## src/rtl/sale_pkg.sv

```systemverilog
// sale_pkg: shared state encoding, default prices/limits and saturating add for the sale controller
package sale_pkg;

    typedef enum logic [2:0] {
        IDLE     = 3'd0,
        SELECT   = 3'd1,
        PAY      = 3'd2,
        DISPENSE = 3'd3,
        DONE     = 3'd4
    } state_t;

    localparam logic [7:0] DEF_PRICE1      = 8'd4;
    localparam logic [7:0] DEF_PRICE2      = 8'd9;
    localparam logic [7:0] DEF_PRICE3      = 8'd13;
    localparam logic [7:0] DEF_PRICE4      = 8'd17;
    localparam logic [3:0] DEF_MAX_QTY     = 4'd9;
    localparam int         DEF_TIMEOUT_CYC = 50;

    function automatic logic [7:0] sat_add8(input logic [7:0] a, input logic [7:0] b);
        logic [8:0] s;
        s = {1'b0, a} + {1'b0, b};
        return s[8] ? 8'hff : s[7:0];
    endfunction

endpackage

```

## src/rtl/sale_controller_timer.sv

```systemverilog
// sale_timer: inactivity counter; cleared while not running or on restart, expire after CYC quiet cycles
module sale_timer #(
    parameter int CYC = 50
) (
    input  logic clkout1,
    input  logic rst,
    input  logic run,
    input  logic restart,
    output logic expire
);

    localparam int W = $clog2(CYC + 1);

    logic [W-1:0] cnt;

    assign expire = run && !restart && (cnt == W'(CYC - 1));

    // count quiet cycles while the purchase is waiting on the customer
    always_ff @(posedge clkout1) begin
        if (!rst || !run || restart)
            cnt <= '0;
        else if (!expire)
            cnt <= cnt + 1'b1;
    end

endmodule

```

## src/rtl/sale_controller.sv

```systemverilog
// sale_controller: customer purchase FSM with stock/sold/revenue counters; optional auto-cancel under TIMEOUT_EN
module sale_controller
    import sale_pkg::*;
#(
`ifdef TIMEOUT_EN
    parameter int         TIMEOUT_CYC = DEF_TIMEOUT_CYC,
`endif
    parameter logic [7:0] PRICE1      = DEF_PRICE1,
    parameter logic [7:0] PRICE2      = DEF_PRICE2,
    parameter logic [7:0] PRICE3      = DEF_PRICE3,
    parameter logic [7:0] PRICE4      = DEF_PRICE4,
    parameter logic [3:0] MAX_QTY     = DEF_MAX_QTY
) (
    input  logic       clkout1,
    input  logic       rst,
    input  logic [3:0] sel,
    input  logic [3:0] key_value,
    input  logic       key_vld,
    input  logic       confirm,
    input  logic       cancel,
    input  logic       rep_load,
    input  logic [7:0] rep_S1_num,
    input  logic [7:0] rep_S2_num,
    input  logic [7:0] rep_S3_num,
    input  logic [7:0] rep_S4_num,
    output logic [7:0] S1_num,
    output logic [7:0] S2_num,
    output logic [7:0] S3_num,
    output logic [7:0] S4_num,
    output logic [7:0] S1_sell,
    output logic [7:0] S2_sell,
    output logic [7:0] S3_sell,
    output logic [7:0] S4_sell,
    output logic [7:0] price_sum,
    output logic [2:0] state_o,
    output logic [7:0] total,
    output logic [7:0] paid,
    output logic [7:0] change,
    output logic       busy,
    output logic       err
);

    state_t          state, state_n;
    logic [1:0]      aisle, aisle_n;
    logic [7:0]      price, price_n;
    logic [3:0]      qty, qty_n;
    logic [7:0]      total_n, paid_n, change_n, sum_n;
    logic [3:0][7:0] stock, stock_n, sell, sell_n;
    logic            err_n;
    logic            expire;
    logic [1:0]      sel_idx;
    logic [7:0]      sel_price;

`ifdef TIMEOUT_EN
    sale_timer #(.CYC(TIMEOUT_CYC)) u_timer (
        .clkout1 (clkout1),
        .rst     (rst),
        .run     (state == SELECT || state == PAY),
        .restart (key_vld | confirm | cancel | rep_load),
        .expire  (expire)
    );
`else
    assign expire = 1'b0;
`endif

    assign sel_idx   = {sel[3] | sel[2], sel[3] | sel[1]};
    assign sel_price = sel[0] ? PRICE1 : sel[1] ? PRICE2 : sel[2] ? PRICE3 : PRICE4;
    assign state_o   = state;
    assign busy      = state != IDLE;
    assign S1_num    = stock[0];
    assign S2_num    = stock[1];
    assign S3_num    = stock[2];
    assign S4_num    = stock[3];
    assign S1_sell   = sell[0];
    assign S2_sell   = sell[1];
    assign S3_sell   = sell[2];
    assign S4_sell   = sell[3];

    // next state and next datapath values; cancel beats confirm beats key_vld
    always_comb begin
        state_n  = state;
        aisle_n  = aisle;
        price_n  = price;
        qty_n    = qty;
        total_n  = total;
        paid_n   = paid;
        change_n = change;
        stock_n  = stock;
        sell_n   = sell;
        sum_n    = price_sum;
        err_n    = 1'b0;
        case (state)
            IDLE: begin
                if (rep_load)
                    stock_n = {rep_S4_num, rep_S3_num, rep_S2_num, rep_S1_num};
                if ($onehot(sel)) begin
                    state_n = SELECT;
                    aisle_n = sel_idx;
                    price_n = sel_price;
                    qty_n   = 4'd1;
                    total_n = sel_price;
                end else if (sel != 4'd0)
                    err_n = 1'b1;
            end
            SELECT: begin
                if (cancel || expire) begin
                    state_n = IDLE;
                    qty_n   = '0;
                    total_n = '0;
                end else if (confirm) begin
                    if ({4'd0, qty} <= stock[aisle])
                        state_n = PAY;
                    else
                        err_n = 1'b1;
                end else if (key_vld) begin
                    if (key_value != 4'd0 && key_value <= MAX_QTY) begin
                        qty_n   = key_value;
                        total_n = price * {4'd0, key_value};
                    end else
                        err_n = 1'b1;
                end
            end
            PAY: begin
                if (cancel || expire) begin
                    state_n  = DONE;
                    change_n = paid;
                end else begin
                    if (key_vld && !confirm)
                        paid_n = sat_add8(paid, {4'd0, key_value});
                    if (paid >= total)
                        state_n = DISPENSE;
                end
            end
            DISPENSE: begin
                stock_n[aisle] = stock[aisle] - {4'd0, qty};
                sell_n[aisle]  = sat_add8(sell[aisle], {4'd0, qty});
                sum_n          = sat_add8(price_sum, total);
                change_n       = paid - total;
                state_n        = DONE;
            end
            DONE: begin
                if (confirm && !cancel) begin
                    state_n  = IDLE;
                    qty_n    = '0;
                    total_n  = '0;
                    paid_n   = '0;
                    change_n = '0;
                end
            end
            default: state_n = IDLE;
        endcase
    end

    // state and datapath registers, cleared by synchronous active-low reset
    always_ff @(posedge clkout1) begin
        if (!rst) begin
            state     <= IDLE;
            aisle     <= '0;
            price     <= '0;
            qty       <= '0;
            total     <= '0;
            paid      <= '0;
            change    <= '0;
            stock     <= '0;
            sell      <= '0;
            price_sum <= '0;
            err       <= 1'b0;
        end else begin
            state     <= state_n;
            aisle     <= aisle_n;
            price     <= price_n;
            qty       <= qty_n;
            total     <= total_n;
            paid      <= paid_n;
            change    <= change_n;
            stock     <= stock_n;
            sell      <= sell_n;
            price_sum <= sum_n;
            err       <= err_n;
        end
    end

endmodule
```

## config.mk

```make
export PLATFORM = sky130hd
export DESIGN_NAME = sale_controller
export DESIGN_NICKNAME = d
export VERILOG_FILES = /design/src/rtl/sale_pkg.sv /design/src/rtl/sale_controller_timer.sv /design/src/rtl/sale_controller.sv
export SDC_FILE = /design/constraint.sdc
export NUM_CORES = 1
export LEC_CHECK = 0
export CAP_MARGIN = 20
export CORE_MARGIN = 4
export CORE_UTILIZATION = 55
export CTS_BUF_LIST = sky130_fd_sc_hd__clkbuf_8
export DETAILED_ROUTE_END_ITERATION = 16
export GPL_ROUTABILITY_DRIVEN = 0
export PLACE_DENSITY = 0.86
export SLEW_MARGIN = 20
export SYNTH_ARGS = -nofsm -noshare
export SYNTH_HDL_FRONTEND = slang
export SYNTH_SLANG_ARGS = --single-unit
```

## constraint.sdc

```tcl
create_clock -name clkout1 -period 5.9 [get_ports clkout1]
set_input_delay 1.475 -clock clkout1 [delete_from_list [all_inputs] [get_ports clkout1]]
set_output_delay 1.475 -clock clkout1 [all_outputs]
set_load 0.005 [all_outputs]
```

-- Word level (Yosys, flattened, before mapping)
Index checks and enable logic that the tools add are counted.
- input bits: 46
- output and inout port bits: 101
- logic and storage cells: 121
- register bits after elaboration: 114
- order comparisons: 5
- bitwise gates (word level): 2
- equal/unequal tests: 17
- reductions and logical operators: 20
- $mul: 1
- $add $sub $neg: 8
- mux-type cells: 51
- operators with widths (operator ; count):
    $mux 8 ; 15
    $bwmux 32 ; 2
    $pmux 32 s2 ; 1
    $pmux 8 s3 ; 2
    $bmux 8 s2 ; 2
    $mux 32 ; 1
    $mux 4 ; 6
    $mux 3 ; 7
    $add 8x4->9 ; 2
    $ne 3x3->1 const B ; 6
    $demux 8 s2 ; 1
    $pmux 8 s2 ; 1
    $mux 5 ; 3
    $pmux 3 s5 ; 1
    $ne 2x2->1 const B ; 6
    $pmux 4 s3 ; 1
    $add 8x8->9 ; 1
    $reduce_bool 3->1 ; 3
    $ge 8x8->1 ; 1
    $le 4x8->1 ; 1
    $mul 8x4->8 ; 1
    $reduce_bool 4->1 ; 2
    $sub 8x4->8 ; 1
    $sub 8x8->8 ; 1
    20 further kinds ; 36

-- Depth between registers and ports, before layout
Gate-level depths: netlist of the first run.
- depth in word-level cells: 7
- gate-level depth with buffers: 13
- depth with buffers taken out: 12

-- Worst setup path after synthesis of the first run
Ideal clock, no wire load.
- path type: input -> register
- start: input port sel[0]
- end: register total[2]
- buffers on the path: 1
- library setup time: 86 ps
- path slack: 1789 ps
- data required time: 5814 ps
- cell stages on the path: 10
- data arrival time: 4026 ps
- path through: inv_1 -> fa_1 -> inv_1 -> ha_1 -> ha_1 -> nor3b_1 -> nor2_1 -> or4_1 -> clkbuf_1 -> a211oi_1
- longest elaborated chain between the ends: 5
- elaborated cells between the ends (all ways): 8
- classes of those cells: add/sub: 2; eq/ne: 2; mux: 3; reduce/logical: 1
- ends and longest elaborated chain (element ; line ; text):
    from (decl) ; sale_controller.sv:16 ; input logic [3:0] sel,
    $add 1x1->2 (not written as such) ; sale_controller.sv:96 ; if ($onehot(sel)) begin
    $add 2x2->3 (not written as such) ; sale_controller.sv:96 ;
    $eq 3x1->1 ; sale_controller.sv:96 ;
    $ne 2x2->1 (no line) ; n/a ;
    $reduce_and 6->1 (no line) ; n/a ;
    to (signal assigned) ; sale_controller.sv:173 ; total <= total_n;
    to (decl) ; sale_controller.sv:36 ; output logic [7:0] total,
Several ways; a longest one is shown, not always the timed one. The select of a mux whose other input is x is not followed.
A chain may end at the register's enable or synchronous reset.

-- Worst setup path after layout of the first run
- start: input port sel[0]
- end: register total[3]
The elaborated chain is that of the path after synthesis.

==> results of run 1 <==
-- through the flow --
step / setup slack [ns] / total power, uW / cell area (sq um) / instances
after global placement: 0.939 / 1820 / 8050 / 1036
final: 1.11 / 2400 / 8280 / 1052
after CTS: 1.13 / 2380 / 8280 / 1052
after global routing: 0.820 / 2520 / 8280 / 1052
after detailed placement: 0.726 / 1850 / 8050 / 1036
after floorplan: 1.79 / 1480 / 6460 / 773
-- logic make-up (layout without fill, tap and decap cells) --
| logic type | after synthesis | count (layout) | share of synthesized area |
|---|---|---|---|
| AO/OA/AOI/OAI | 268 | 268 | 0.245 |
| AND/OR/NAND/NOR | 228 | 228 | 0.170 |
| flip-flops | 110 | 110 | 0.341 |
| buffers and inverters | 74 | 210 | 0.0434 |
| adder cells (fa/ha/maj) | 51 | 51 | 0.109 |
| XOR/XNOR | 23 | 23 | 0.0312 |
| multiplexers | 19 | 19 | 0.0606 |
-- worst max-delay path by stage --
stage / endpoint / slack [ns] / start / cells after the start
after floorplan: total[2] / 1.79 / sel[0] / 10
after global placement: total[2] / 0.94 / sel[0] / 11
after detailed placement: total[3] / 0.73 / sel[0] / 11
after CTS: total[3] / 1.13 / sel[0] / 11
after global routing: total[3] / 0.82 / sel[0] / 11
final: total[3] / 1.11 / sel[0] / 11
-- final cells by class --
type	count	share of cell area
multi-input combinational	589	0.482
sequential	110	0.266
timing repair buffer	156	0.185
tap	143	0.0216
inverter	38	0.0172
clock buffer	9	0.0150
clock inverter	7	0.0134
-- synthesized netlist by cell type, types with 4 or more instances --
| cell type | number | area [sq um] |
|---|---|---|
| dfxtp_1 | 110 | 2200 |
| a21oi_1 | 95 | 475 |
| o21ai_0 | 92 | 460 |
| nor2_1 | 66 | 248 |
| nand2_1 | 62 | 233 |
| ha_1 | 42 | 526 |
| inv_1 | 38 | 143 |
| clkbuf_1 | 30 | 113 |
| a211oi_1 | 28 | 210 |
| nand3_1 | 23 | 115 |
| mux4_2 | 16 | 360 |
| xnor2_1 | 16 | 140 |
| and2_1 | 15 | 93.8 |
| nor3_1 | 13 | 65.1 |
| nor2b_1 | 12 | 75.1 |
| a22oi_1 | 10 | 75.1 |
| fa_1 | 9 | 180 |
| o221a_2 | 9 | 101 |
| xor2_1 | 7 | 61.3 |
| a21o_1 | 6 | 45.0 |
| nand2b_1 | 6 | 37.5 |
| and3_1 | 5 | 31.3 |
| o41ai_1 | 5 | 43.8 |
| buf_1 | 4 | 15.0 |
| o21a_1 | 4 | 30.0 |
| o22ai_1 | 4 | 25.0 |
| or4_1 | 4 | 30.0 |
-- cell usage in the layout, fill, tap and decap left out, drive strengths merged, types with 2 or more instances in the layout --
cell type,count
o21a,4
inv,42
xnor2,16
nand3,23
a211oi,28
a21o,6
o211ai,2
nor4,3
o221a,9
or4,4
nor3,13
a22oi,10
nor2,66
dfxtp,110
o41ai,5
nand4,3
a21boi,2
nand3b,2
o22ai,4
nor3b,3
nor2b,12
or3,3
and2,15
clkbuf,9
or2,3
buf,11
o21ai,94
a311oi,3
ha,42
mux4,16
mux2i,2
and3,5
clkdlybuf4s50,145
nor4b,3
nand2b,6
bufinv,2
xor2,7
fa,9
a21oi,95
nand2,62
-- layer usage --
metal  vias up  part of all wire
li1       3070                 -
met1      3148              0.40
met2       325              0.48
met3        41             0.097
met4         0             0.020
met5         -                 0
-- worst max-delay path: cells and delay by family --
kind	cells	cell delay (ns)
buffers and inverters	3	0.73
and+or+nand+nor	3	1.40
adders and majority gates	3	0.99
AOI/OAI and AO/OA	2	0.43
-- power by group through the flow --
stage                     clock [uW]  combinational, uW  sequential, uW
after floorplan                    0                581             898
after global placement             0                880             936
after detailed placement           0                906             940
after CTS                        539                920             923
after global routing             573               1010             936
final                            540                936             927
==> impl_metrics.tcl, run 1 <==
set metrics [dict create \
    holdPathStages 2 \
    io_buffers 146 \
    power_switching_share 0.376 \
    setup_violations 0 \
    track_usage 0.299 \
    netlist-cell-type-count 50 \
    cp.arrival_ns 5.05 \
    status "completed" \
    pwr-share-clk 0.225 \
    clkTransAtPathRegs_ns 0.11 \
    crit_required_ns 6.16 \
    path_class "input pin to register" \
    synth_ff_type "dfxtp_1" \
    antenna_cells 0 \
    pwr-share-seq 0.386 \
    gr-usage-met2 0.496 \
    h-tree-depth 3 \
    crit_fanout 13 \
    slew_headroom 0.251 \
    antenna_found_initial 0 \
    place_hpwl_um 15100 \
    multiInputGateArea_sq_um 3990 \
    synth-seq-area-share 0.341 \
    syn_avg_cell_area_sq_um 8.36 \
    ys_ff_latch 110 \
    avgViaCountPerCell 6.26 \
    regToRegEndpoint "state_o[1]" \
    timing.fmax_mhz 209 \
    grt_use_met3 0.0508 \
    grt_use_met1 0.398 \
    antenna_left 0 \
    grt_max_degree 77 \
    vdd_drop_max_v 0.000222 \
    cts_max_path_buffers 2 \
    initialDrtViolationCount 810 \
    final_nets 1001 \
    ys_warn_count 0 \
    first_pass_iters 6 \
    cp_cell_sequence "clkdlybuf4s50_1, inv_1, fa_1, inv_1, ha_1, ha_1, nor3b_1, nor2_1, or4_1, a211oi_1, a211oi_1" \
    combPwrFrac 0.389 \
    hp-start "S3_num[1]" \
    cts_resized 0 \
    wl_per_cell_um 19.6 \
    die_h_um 116 \
    syn_area_sq_um 6460 \
    switching_power_uw 903 \
    slowest_stage "or4_1" \
    regArea_sq_um 2200 \
    grt_busiest_layer "met2" \
    regToRegStartpoint "aisle[0]" \
    p_leak_uw 0.00313 \
    wirelength_um 20600 \
    drv_slew 0 \
    ios 147 \
    async_reset_ff_frac 0 \
    utilization 0.722 \
    core_area_sq_um 11500 \
    synth_edf_count 0 \
    grt_pass1_wl_um 32100 \
    clockRootBuffer "clkbuf_8" \
    dieArea_sq_um 13500 \
    synth_nets 870 \
    postCtsSetupBuffers 0 \
    first_global_vias 6450 \
    num_vias 6584 \
    post-route-period-util 0.812 \
    chipWidth_um 116 \
    worst_pin_slew_ns 1.12 \
    fin_skew_ns 0.0162 \
    drive_gt1_frac 0.0682 \
    end_kind "register" \
    cts_tree "yes" \
    synthToLayoutAreaGrowth_pct 28.2 \
    rsz0062_at_grt "false" \
    hold_path_end "S3_num[1]" \
    critPathLaunchType "input pin" \
    synth_cells 773 \
    critPathMaxStageDelay_ns 0.76 \
    rrSetupSlack_ns 2.23 \
    fin_hold_ws_ns 0.503 \
    max_cap_violations 0 \
    p_int_uw 1500 \
    cts_buffers 9 \
    hold_path.class "register to register" \
    grt.overflow.total 0 \
    powerDensity_nw_per_um2 290 \
    clk_latency_ns 0.40 \
    initial_utilization 0.564 \
    hold_viol 0 \
    cts.sinks 110 \
    r2r_cells 10 \
    cts_hold_buffers 0 \
    drc 0 \
    row_count 39 \
    fin_setup_tns_ns 0 \
    fillers 905 \
    period_needed_ns 4.79 \
]
(Power assumes the default switching activity.)
==> run 2, diff against run 1 <==
Settings changed: CORE_UTILIZATION 55 to 47, PLACE_DENSITY 0.86 to 0.79.
Clock period 5.9 ns to 4.3 ns, I/O delays scaled along.
==> impl_metrics.tcl, run 2 (synthesis gave the netlist of run 1 again) <==
set metrics [dict create \
    die_h_um 125 \
    post-route-period-util 0.886 \
    fin_skew_ns 0.0118 \
    clockRootBuffer "clkbuf_8" \
    cts_hold_buffers 0 \
    track_usage 0.246 \
    hold_viol 0 \
    wirelength_um 19700 \
    cts_max_path_buffers 2 \
    drv_slew 0 \
    cp_cell_sequence "clkdlybuf4s50_1, inv_1, fa_1, inv_1, ha_1, ha_1, nor3b_1, nor2_1, or4_1, buf_4, a211oi_1" \
    wl_per_cell_um 18.0 \
    io_buffers 146 \
    antenna_cells 0 \
    regToRegEndpoint "S2_sell[7]" \
    layout_common_cells "145 x clkdlybuf4s50_1, 110 x dfxtp_1, 95 x a21oi_1" \
    r2r_cells 11 \
    first_global_vias 6157 \
    ios 147 \
    cts.sinks 110 \
    utilization 0.624 \
    row_count 42 \
    crit_fanout 7 \
    worst_pin_slew_ns 0.881 \
    antenna_left 0 \
    grt_pass1_wl_um 31700 \
    cp-startpoint "sel[0]" \
    p_leak_uw 0.00313 \
    antenna_found_initial 0 \
    critical_path_buf_inv_count 4 \
    max_cap_violations 0 \
    cts_tree "yes" \
    drc 0 \
    num_vias 6487 \
    chipWidth_um 125 \
    initialDrtViolationCount 685 \
    initial_utilization 0.484 \
    period_needed_ns 3.81 \
    crit_family "simple AND/OR/NAND/NOR gates" \
    vdd_drop_max_v 0.000188 \
    cts_resized 0 \
    final_nets 1008 \
    first_pass_iters 6 \
    hold_path.class "register to register" \
    setup_violations 0 \
    drive_gt1_frac 0.0732 \
    layout_commonest_cell "clkdlybuf4s50_1" \
    avgViaCountPerCell 5.95 \
    fin_setup_tns_ns 0 \
    regToRegStartpoint "aisle[0]" \
    place_hpwl_um 14700 \
    finalPower_uw 3150 \
    postCtsSetupBuffers 0 \
    rsz0062_at_grt "false" \
    synthToLayoutAreaGrowth_pct 28.9 \
    cts_buffers 9 \
    slew_headroom 0.413 \
    critPathLaunchType "input pin" \
    powerDensity_nw_per_um2 378 \
    slowest_stage "or4_1" \
    dieArea_sq_um 15700 \
    rrSetupSlack_ns 0.78 \
    fillers 1198 \
    crit_required_ns 4.61 \
    clkTransAtPathRegs_ns 0.11 \
    status "completed" \
    clk_latency_ns 0.39 \
    core_area_sq_um 13300 \
    h-tree-depth 3 \
    critPathMaxStageDelay_ns 0.65 \
    cp.arrival_ns 4.12 \
    path_depth 11 \
    timing.fmax_mhz 263 \
    grt_max_degree 53 \
    grt.overflow.total 0 \
    crit_end "total[3]" \
    path_class "input pin to register" \
    end_kind "register" \
]
## run 2: cell count changes in the layout (fill, tap and decap cells not counted), moves of 2 or more
cell       before  now
buf_4          10   17
bufinv_16       2    0
clkinv_4        0    2
inv_6           4    1
nor3_4          0    2
## run 2: per-stage QoR
step	hold slack [ns]	cell area, sq um	setup slack, ns	instances
after floorplan	0.449	6460	0.589	773
after global placement	0.469	8150	0.153	1076
after detailed placement	0.473	8150	0.0836	1076
after CTS	0.488	8320	0.503	1091
after global routing	0.518	8330	0.230	1091
final	0.489	8330	0.491	1091
## run 2: worst register-to-register path: stages (launching register included)
cell and delay [ns]:
dfxtp_1 0.59, buf_4 0.39, mux4_2 0.55, ha_1 0.22, inv_1 0.07, fa_1 0.21
nor2b_1 0.06, o21a_1 0.17, or2_2 0.29, or4_1 0.51, o21ai_0 0.19, o21ai_0 0.15
## run 2: cell type report
class                   instances  area, sq um  share of cell area
well taps                     176          220              0.0264
multi-input cells             589         4010               0.481
clock buffers                   9          124              0.0149
flip-flops and latches        110         2200               0.264
repair buffers                163         1580               0.190
inverters                      38          143              0.0171
clock inverters                 6         48.8             0.00586
## run 2: power breakdown
group | internal [uW] | leakage [uW] | switching (uW)
clock | 214 | 0.0000890 | 383
sequential | 1130 | 0.000896 | 134
combinational | 599 | 0.00215 | 690
total | 1940 | 0.00313 | 1210
## run 2: worst min path at each step
| stage | from | end | slack [ns] | cells after the start |
|---|---|---|---|---|
| 2_1_floorplan | qty[2] | qty[2] | 0.45 | 2 |
| 5_1_grt | S3_sell[6] | S3_sell[6] | 0.52 | 2 |
| 4_1_cts | S3_sell[6] | S3_sell[6] | 0.49 | 2 |
| 3_3_place_gp | S4_sell[6] | S4_sell[6] | 0.47 | 2 |
| 3_5_place_dp | S3_sell[6] | S3_sell[6] | 0.47 | 2 |
| 6_report | S3_num[1] | S3_num[1] | 0.49 | 2 |
## run 2: metal layers
| layer | GRT usage | routed length, um |
|---|---|---|
| met1 | 0.347 | 8920 |
| met2 | 0.376 | 8740 |
| met3 | 0.0384 | 1490 |
| met4 | 0.104 | 523 |
| met5 | 0 | 0 |
==> RTL change (settings of run 2) <==
Add a define of `TIMEOUT_EN`.
--- a/src/rtl/sale_controller.sv
+++ b/src/rtl/sale_controller.sv
@@ -1,4 +1,6 @@
 // sale_controller: customer purchase FSM with stock/sold/revenue counters; optional auto-cancel under TIMEOUT_EN
+`define TIMEOUT_EN
+
 module sale_controller
     import sale_pkg::*;
 #(
Check against the original RTL: same outputs for any inputs over 4 cycles, from zero or initial values and one cycle with rst low; that may be too few to reach the edited logic, so the function may still have changed.
==> RTL change against run 2 <==
Area after synthesis grew 8.0%. Sequential cell count is 6 higher. Power is 17% higher. Sequential power is 6% higher. Final cell count increased by 5.3%. Routed wire length increased by 5.0%. Design area is 8.2% higher. Worst setup slack improved by 97 ps.
==> RTL change: results (changes against run 2) <==
yosys-top-cells-area: "dfxtp_1 (33%), ha_1 (7.9%), o21ai_0 (7.1%)"
leakage_nw: 3.44  # +9.8%
wl_um: 20600  # +5.0%
grt_max_degree: 44  # -17%
avgSynthCellArea_um2: 8.59  # +2.8%
synthToLayoutAreaGrowth_pct: 29.2
syn_nets: 911  # +4.7%
synth_compound_area_share_pct: 27.1  # +2.6 points
crit_arrival_ps: 4060  # -60 ps
cp_slowest_cell: "clkdlybuf4s50_1"
nFillCells: 1273  # +6.3%
synth-xor-area-share_pct: 3.52  # +0.40 points
drive_gt1_share_pct: 8.81  # +1.5 points
synth_fa_ha_area_share_pct: 10.5  # -0.45 points
cp_top_family: "buffers and inverters"
slew_headroom_pct: 44.6  # +3.3 points
ys_seq_area_share_pct: 33.3  # -0.79 points
startpoint: "sel[1]"
synthMuxAreaShare_pct: 5.76  # -0.30 points
r2r_slack_ps: 880  # +100 ps
path_max_fanout: 24  # +17
drt-wirelength-per-cell_um: 18.0  # -0.32%
synth_commonest_cells: "dfxtp_1 (116), o21ai_0 (99), a21oi_1 (93)"
power.clock.total_w: 0.000989  # +66%
path_clk_slew_ps: 80  # -30 ps
cts_buffers: 17  # +8
r2r_start: "aisle[1]$_SDFFE_PN0P_"
grt_pass1_wl_um: 32600  # +3.0%
max_freq_ghz: 0.269  # +2.6%
insertion_delay_ps: 460  # +70 ps
grt_pass1_vias: 6436  # +4.5%
pre_cts_ws_ps: 170  # +86.1 ps
ir_drop_v: 0.000286  # +52%
outcome: "completed"
p_switching_w: 0.00139  # +15%
grt_use_total_pct: 24.4  # -0.22 points
dp_hpwl_um: 15200  # +2.9%
==> RTL change: final timing paths <==
path | to | cells past startpoint
max | total[7]$_SDFFE_PN0P_ | 12
min | S4_sell[6]$_SDFFE_PN0P_ | 2
max reg2reg | S2_sell[2]$_SDFFE_PN0P_ | 8
min reg2reg | S4_sell[6]$_SDFFE_PN0P_ | 2
==> RTL change: cell type report <==
cell class	instances	area share, %
Clock buffer	17	2.60
Sequential cell	116	25.8
Clock inverter	15	1.62
Inverter	42	1.75
Multi-Input combinational cell	612	48.1
Timing Repair Buffer	163	17.6
Tap cell	184	2.55
==> RTL change: layer usage <==
layer / vias up / wire (µm) / global-route usage, %
met4: 0 / 486 / 9.84
met2: 314 / 9390 / 37.6
met1: 3238 / 9090 / 33.5
li1: 3291 / - / -
met3: 46 / 1680 / 5.03
met5: - / 0 / 0
